`src/rtl/mini_riscv_pkg.sv`:
```
// mini_riscv_pkg: shared divide-unit types and constants
package mini_riscv_pkg;
  typedef enum logic [2:0] {
    DIV  = 3'b100,
    DIVU = 3'b101,
    REM  = 3'b110,
    REMU = 3'b111
  } divsel_t;
  typedef enum logic [1:0] {
    IDLE,
    CALC,
    FIX,
    DONE
  } div_state_t;
  localparam logic [31:0] DIV_OVF_DIVIDEND = 32'h8000_0000;
endpackage

```
`src/rtl/div_step.sv`:
```
// div_step: one combinational restoring-division iteration
// ports: rem/quo/divisor in, next_rem/next_quo out
module div_step import mini_riscv_pkg::*; #(
  parameter int WIDTH = 32
) (
  input  logic [WIDTH:0]   rem,
  input  logic [WIDTH-1:0] quo,
  input  logic [WIDTH-1:0] divisor,
  output logic [WIDTH:0]   next_rem,
  output logic [WIDTH-1:0] next_quo
);
  logic [WIDTH+1:0] sh;
  logic             ge;
  always_comb begin
    sh       = {rem, quo[WIDTH-1]};
    ge       = sh >= {2'b0, divisor};
    next_rem = (WIDTH+1)'(ge ? sh - {2'b0, divisor} : sh);
    next_quo = {quo[WIDTH-2:0], ge};
  end
endmodule

```
`src/rtl/div_unit.sv`:
```
// div_unit: iterative radix-2 restoring divider for RISC-V DIV/DIVU/REM/REMU
// ports: clk, Rst (async active-low), hold (freeze), start/divsel/dividend/divisor in;
//        div_ready (DONE), busy (CALC/FIX), divres (registered result) out
// DIV_FASTPATH_EN: divide-by-zero and signed overflow skip CALC
module div_unit import mini_riscv_pkg::*; #(
  parameter int WIDTH = 32
) (
  input  logic             clk,
  input  logic             Rst,
  input  logic             hold,
  input  logic             start,
  input  logic [2:0]       divsel,
  input  logic [WIDTH-1:0] dividend,
  input  logic [WIDTH-1:0] divisor,
  output logic             div_ready,
  output logic             busy,
  output logic [WIDTH-1:0] divres
);
  localparam int CW = $clog2(WIDTH);
  localparam logic [WIDTH-1:0] MIN = {1'b1, {(WIDTH-1){1'b0}}};
  div_state_t       state;
  divsel_t          op;
  logic [CW-1:0]    cnt;
  logic [WIDTH:0]   rem, nrem;
  logic [WIDTH-1:0] quo, nquo, dvs, dvd;
  logic [WIDTH-1:0] abs_a, abs_b, qv, rv;
  logic             qneg, rneg, isrem, z, ovf, sgn, z_in, ovf_in;
  div_step #(.WIDTH(WIDTH)) u_step (
    .rem      (rem),
    .quo      (quo),
    .divisor  (dvs),
    .next_rem (nrem),
    .next_quo (nquo)
  );
  always_comb begin
    op        = divsel_t'(divsel);
    sgn       = op == DIV || op == REM;
    abs_a     = sgn && dividend[WIDTH-1] ? -dividend : dividend;
    abs_b     = sgn && divisor[WIDTH-1] ? -divisor : divisor;
    z_in      = divisor == '0;
    ovf_in    = sgn && dividend == MIN && divisor == '1;
    qv        = z ? '1 : ovf ? MIN : qneg ? -quo : quo;
    rv        = z ? dvd : ovf ? '0 : rneg ? -rem[WIDTH-1:0] : rem[WIDTH-1:0];
    div_ready = state == DONE;
    busy      = state == CALC || state == FIX;
  end
  always_ff @(posedge clk or negedge Rst)
    if (!Rst) begin
      state  <= IDLE;
      cnt    <= '0;
      rem    <= '0;
      quo    <= '0;
      dvs    <= '0;
      dvd    <= '0;
      qneg   <= 1'b0;
      rneg   <= 1'b0;
      isrem  <= 1'b0;
      z      <= 1'b0;
      ovf    <= 1'b0;
      divres <= '0;
    end else if (!hold) begin
      if (state == IDLE) begin
        if (start) begin
          quo   <= abs_a;
          dvs   <= abs_b;
          dvd   <= dividend;
          rem   <= '0;
          qneg  <= sgn && (dividend[WIDTH-1] ^ divisor[WIDTH-1]);
          rneg  <= sgn && dividend[WIDTH-1];
          isrem <= op == REM || op == REMU;
          z     <= z_in;
          ovf   <= ovf_in;
          cnt   <= CW'(WIDTH-1);
`ifdef DIV_FASTPATH_EN
          state <= z_in || ovf_in ? FIX : CALC;
`else
          state <= CALC;
`endif
        end
      end else if (!start && state != DONE) state <= IDLE;
      else if (state == CALC) begin
        rem   <= nrem;
        quo   <= nquo;
        cnt   <= cnt == '0 ? cnt : cnt - 1'b1;
        state <= cnt == '0 ? FIX : CALC;
      end else if (state == FIX) begin
        divres <= isrem ? rv : qv;
        state  <= DONE;
      end else state <= IDLE;
    end
endmodule
```
`config.mk`:
```
export PLATFORM = sky130hd
export DESIGN_NAME = div_unit
export DESIGN_NICKNAME = d
export VERILOG_FILES = /design/src/rtl/mini_riscv_pkg.sv /design/src/rtl/div_step.sv /design/src/rtl/div_unit.sv
export SDC_FILE = /design/constraint.sdc
export NUM_CORES = 1
export LEC_CHECK = 0
export ABC_CLOCK_PERIOD_IN_PS = 8700
export BUFFER_PORTS_ARGS = -buffer_cell sky130_fd_sc_hd__buf_4
export CAP_MARGIN = 20
export CORE_ASPECT_RATIO = 0.75
export CORE_MARGIN = 10
export CORE_UTILIZATION = 60
export DETAILED_ROUTE_END_ITERATION = 8
export PLACE_DENSITY = 0.8
export SLEW_MARGIN = 20
export SYNTH_ARGS = -nofsm -noshare
export SYNTH_HDL_FRONTEND = slang
export SYNTH_SLANG_ARGS = --single-unit
export TNS_END_PERCENT = 20
```
`constraint.sdc`:
```
create_clock -name clk -period 8.7 [get_ports clk]
set_clock_uncertainty 0.05 [all_clocks]
set_input_delay 1.74 -clock clk [delete_from_list [all_inputs] [get_ports clk]]
set_output_delay 1.74 -clock clk [all_outputs]
set_load 0.02 [all_outputs]
```
==> flow_metrics.tcl <==
set metrics [dict create \
    grt_util_met3 0.0897 \
    floorplan.die.height_um 143 \
    grt_antenna_before_repair 0 \
    placed_cells_incl_taps 1785 \
    path_delay_family "compound AO/OA/AOI/OAI gates" \
    most-common-layout-cells "258 x sky130_fd_sc_hd__nand2_1, 192 x sky130_fd_sc_hd__o21ai_0, 173 x sky130_fd_sc_hd__dfrtp_1" \
    criticalPathCategory "flip-flop to flip-flop" \
    setup_total_negative_slack_ns 0 \
    grt_usage 0.266 \
    cp_slowest_cell "sky130_fd_sc_hd__nand2b_1" \
    die_area_um2 26200 \
    timing.critical_path.required_ns 8.98 \
    cp-end-kind "flip-flop" \
    rrSetupSlack_ns 4.63 \
    crit-reg2reg-capture "rem[19]" \
    drt_pass1_iterations 6 \
    final-setup-viol-count 0 \
    syn_avg_cell_area_um2 8.03 \
    place_hpwl_mm 26.1 \
    synth_enable_flop_cells 0 \
    final_util 0.691 \
    max_slew_headroom_at_the_worst_pin 0.223 \
    synthFlopType "sky130_fd_sc_hd__dfrtp_1" \
    viasPerCell 6.21 \
    core-area_um2 19500 \
    route.vias.total 11300 \
    area_growth_pct 12.0 \
    period_share 0.468 \
    register_area_um2 4330 \
    grt_setup_unrepaired "false" \
    power_switching_share 0.471 \
    synth_top_family_by_area "compound AO/OA/AOI/OAI gates" \
    synth_area_um2 12100 \
    numClockSinks 173 \
    n_fill_cell 1632 \
    buffer_ports.inserted 104 \
    critPathBufInv 3 \
    yosys-mux-area-fraction 0.00924 \
    clock_power_share 0.177 \
    clock_tree.root_cell "sky130_fd_sc_hd__clkbuf_16" \
    power_frac_seq 0.321 \
    power.density_cell_area_nw_per_um2 317 \
    post_synth_xor_area_fraction 0.103 \
    final_common_cell "sky130_fd_sc_hd__nand2_1" \
    internal-power_mw 2.27 \
    postCtsSetupBuffers 0 \
    cp_cell_sequence "inv_1 > ha_1 > inv_1 > fa_1 > a21o_1 > a221oi_2 > o221a_2 > o21a_1 > o31ai_4 > a211oi_4 > buf_4 > nand2b_1 > nor4_1 > nand2b_1" \
    routed_wl_mm 35.5 \
    p_leak_nw 6.07 \
    hold_path.class "flip-flop to flip-flop" \
    number_of_slew_limit_violations_in_the_final_report 0 \
    whs_endpoint "dvd[20]" \
    clock_tree_from_tritoncts "yes" \
    gp_congestion 0.965 \
    detail_route.drc_violations 0 \
    cts_inserted_buffers 17 \
    drt.antenna.violating_nets 0 \
    htree_levels 4 \
    via_count_of_the_first_global_routing_pass 10400 \
    yosysUniqueCellTypes 74 \
    grt_use_met1 0.374 \
    status "completed" \
    p_comb_frac 0.503 \
    detail_route.wl_per_cell_um 19.5 \
    multiInputGateArea_um2 7190 \
    critical_path_arrival_ns 4.35 \
    worstPathMaxFanout 46 \
    top_usage_layer "met2" \
    num_io_pins 105 \
    cts.path.max_buffers 2 \
    syn-instance-count 1500 \
    vdd_drop_max_v 0.000227 \
    gr-usage-met2 0.383 \
    diodes 0 \
    core.rowCount 44 \
    post_route_cells_drive_above_1_share 0.112 \
    dpl-instance-area_um2 12900 \
    upper_clock_frequency_limit_ghz 0.246 \
    hold_start "dvd[20]" \
    cp_peak_stage_delay_ns 0.51 \
    detail_route.iter0.violations 1339 \
    regToRegStartpoint "quo[31]" \
    post_layout_nonfiller_instances 1818 \
    largest_net_degree_at_the_start_of_global_routing 106 \
    die_w_um 184 \
    yosys_warnings 0 \
    initial_utilization 0.617 \
    post_cts_hold_buffer_count 0 \
    yosys_register_bits 173 \
    max_cap_viol_count 0 \
    synth_seq_area_share 0.359 \
    timing.reg2reg.worst_path_depth 14 \
    clock_latency_ns 0.44 \
    synth-compound-area-share 0.238 \
    clkSlewWorstSetupHoldPaths_ns 0.07 \
    synth_adder_area_share 0.0453 \
    cts-resized-gates 0 \
    finalInstanceArea_um2 13500 \
    critical_path.startpoint_type "flip-flop" \
    power.switching_mw 2.02 \
    worst_slew_pin_slew_ns 1.16 \
    layout.nets 1666 \
    final_number_of_hold_violating_endpoints 0 \
    synth_async_sr_flop_share 1.00 \
    finalWorstPathRequiredPeriod_ns 4.07 \
    whs_path_depth 2 \
    postSynthNetCount 1614 \
    overflow 0 \
    synthSimpleGateAreaFrac 0.200 \
    grt_pass1_wl_mm 55.7 \
]
[cell usage after synthesis (7+ instances only)]
cell type / count / share of area
sky130_fd_sc_hd__a21o_1: 17 / 0.011
sky130_fd_sc_hd__a21oi_1: 115 / 0.048
sky130_fd_sc_hd__a31oi_1: 12 / 0.0062
sky130_fd_sc_hd__a32oi_1: 10 / 0.0073
sky130_fd_sc_hd__and2_1: 9 / 0.0047
sky130_fd_sc_hd__buf_2: 8 / 0.0033
sky130_fd_sc_hd__clkbuf_1: 65 / 0.020
sky130_fd_sc_hd__dfrtp_1: 173 / 0.36
sky130_fd_sc_hd__ha_1: 42 / 0.044
sky130_fd_sc_hd__inv_1: 56 / 0.017
sky130_fd_sc_hd__mux2i_1: 10 / 0.0083
sky130_fd_sc_hd__nand2_1: 258 / 0.080
sky130_fd_sc_hd__nand2b_1: 15 / 0.0078
sky130_fd_sc_hd__nand3_1: 18 / 0.0075
sky130_fd_sc_hd__nand4_1: 15 / 0.0078
sky130_fd_sc_hd__nor2_1: 101 / 0.031
sky130_fd_sc_hd__nor2b_1: 9 / 0.0047
sky130_fd_sc_hd__nor3_1: 27 / 0.011
sky130_fd_sc_hd__nor4_1: 7 / 0.0036
sky130_fd_sc_hd__o21a_1: 13 / 0.0081
sky130_fd_sc_hd__o21ai_0: 192 / 0.080
sky130_fd_sc_hd__o21ai_1: 8 / 0.0033
sky130_fd_sc_hd__o221ai_1: 8 / 0.0058
sky130_fd_sc_hd__o22ai_1: 12 / 0.0062
sky130_fd_sc_hd__o31ai_1: 27 / 0.017
sky130_fd_sc_hd__o41ai_1: 10 / 0.0073
sky130_fd_sc_hd__or3_1: 17 / 0.0088
sky130_fd_sc_hd__or4_1: 9 / 0.0056
sky130_fd_sc_hd__xnor2_1: 68 / 0.049
sky130_fd_sc_hd__xor2_1: 74 / 0.054
[cell type report]
type / count / share of cell area
flip-flops and latches: 173 / 0.321
inverters: 59 / 0.0164
clock buffers: 18 / 0.0318
multi-input cells: 1188 / 0.532
clock inverters: 14 / 0.0107
repair buffers: 113 / 0.0646
well taps: 253 / 0.0235
[how the worst max path moves through the flow]
stage | end | from | cells past startpoint | slack, ns
4_1_cts | rem[19] | quo[31] | 14 | 4.66
5_1_grt | rem[19] | quo[31] | 14 | 4.37
3_5_place_dp | dvs[30] | divisor[4] | 10 | 4.33
2_1_floorplan | quo[26] | dividend[10] | 9 | 4.84
6_report | rem[19] | quo[31] | 14 | 4.63
3_3_place_gp | dvs[28] | divisor[4] | 10 | 4.40
[cell families after synthesis]
group / count (synthesis)
DFF: 173
AOI/OAI and AO/OA: 474
adders and majority gates: 43
xor gates and xnor gates: 142
buffers and inverters: 139
muxes: 11
and+or+nand+nor: 518
[worst min-delay path: cells and delay by family (launching register included)]
family	cells	cell delay [ns]
simple gates	2	0.10
flops	1	0.34
[routing by layer]
metal / vias up / wire length (um)
met4: 0 / 634
met3: 45 / 4010
li1: 5395 / -
met2: 492 / 14900
met1: 5354 / 15900
met5: - / 0
[through the flow]
stage	setup WS (ns)	hold slack (ns)	total power, mW
final	4.63	0.427	4.28
after global routing	4.37	0.447	4.58
after CTS	4.66	0.427	4.21
after detailed placement	4.33	0.410	3.45
after global placement	4.40	0.408	3.40
after floorplan	4.84	0.389	2.85
[state kept, by name, summed over array words and instances (netlist names)]
name,cells
state,2
dvd,32
rem,33
dvs,32
divres,32
ovf,1
cnt,5
rneg,1
z,1
isrem,1
quo,32
qneg,1
[power by group through the flow]
stage               Clock (mW)  Sequential (mW)  Combinational, mW
finish                   0.756             1.37               2.15
global route             0.795             1.41               2.38
CTS                      0.757             1.36               2.09
detailed placement           0             1.38               2.08
global placement             0             1.36               2.03
floorplan                    0             1.28               1.58
(Power assumes the default switching activity.)
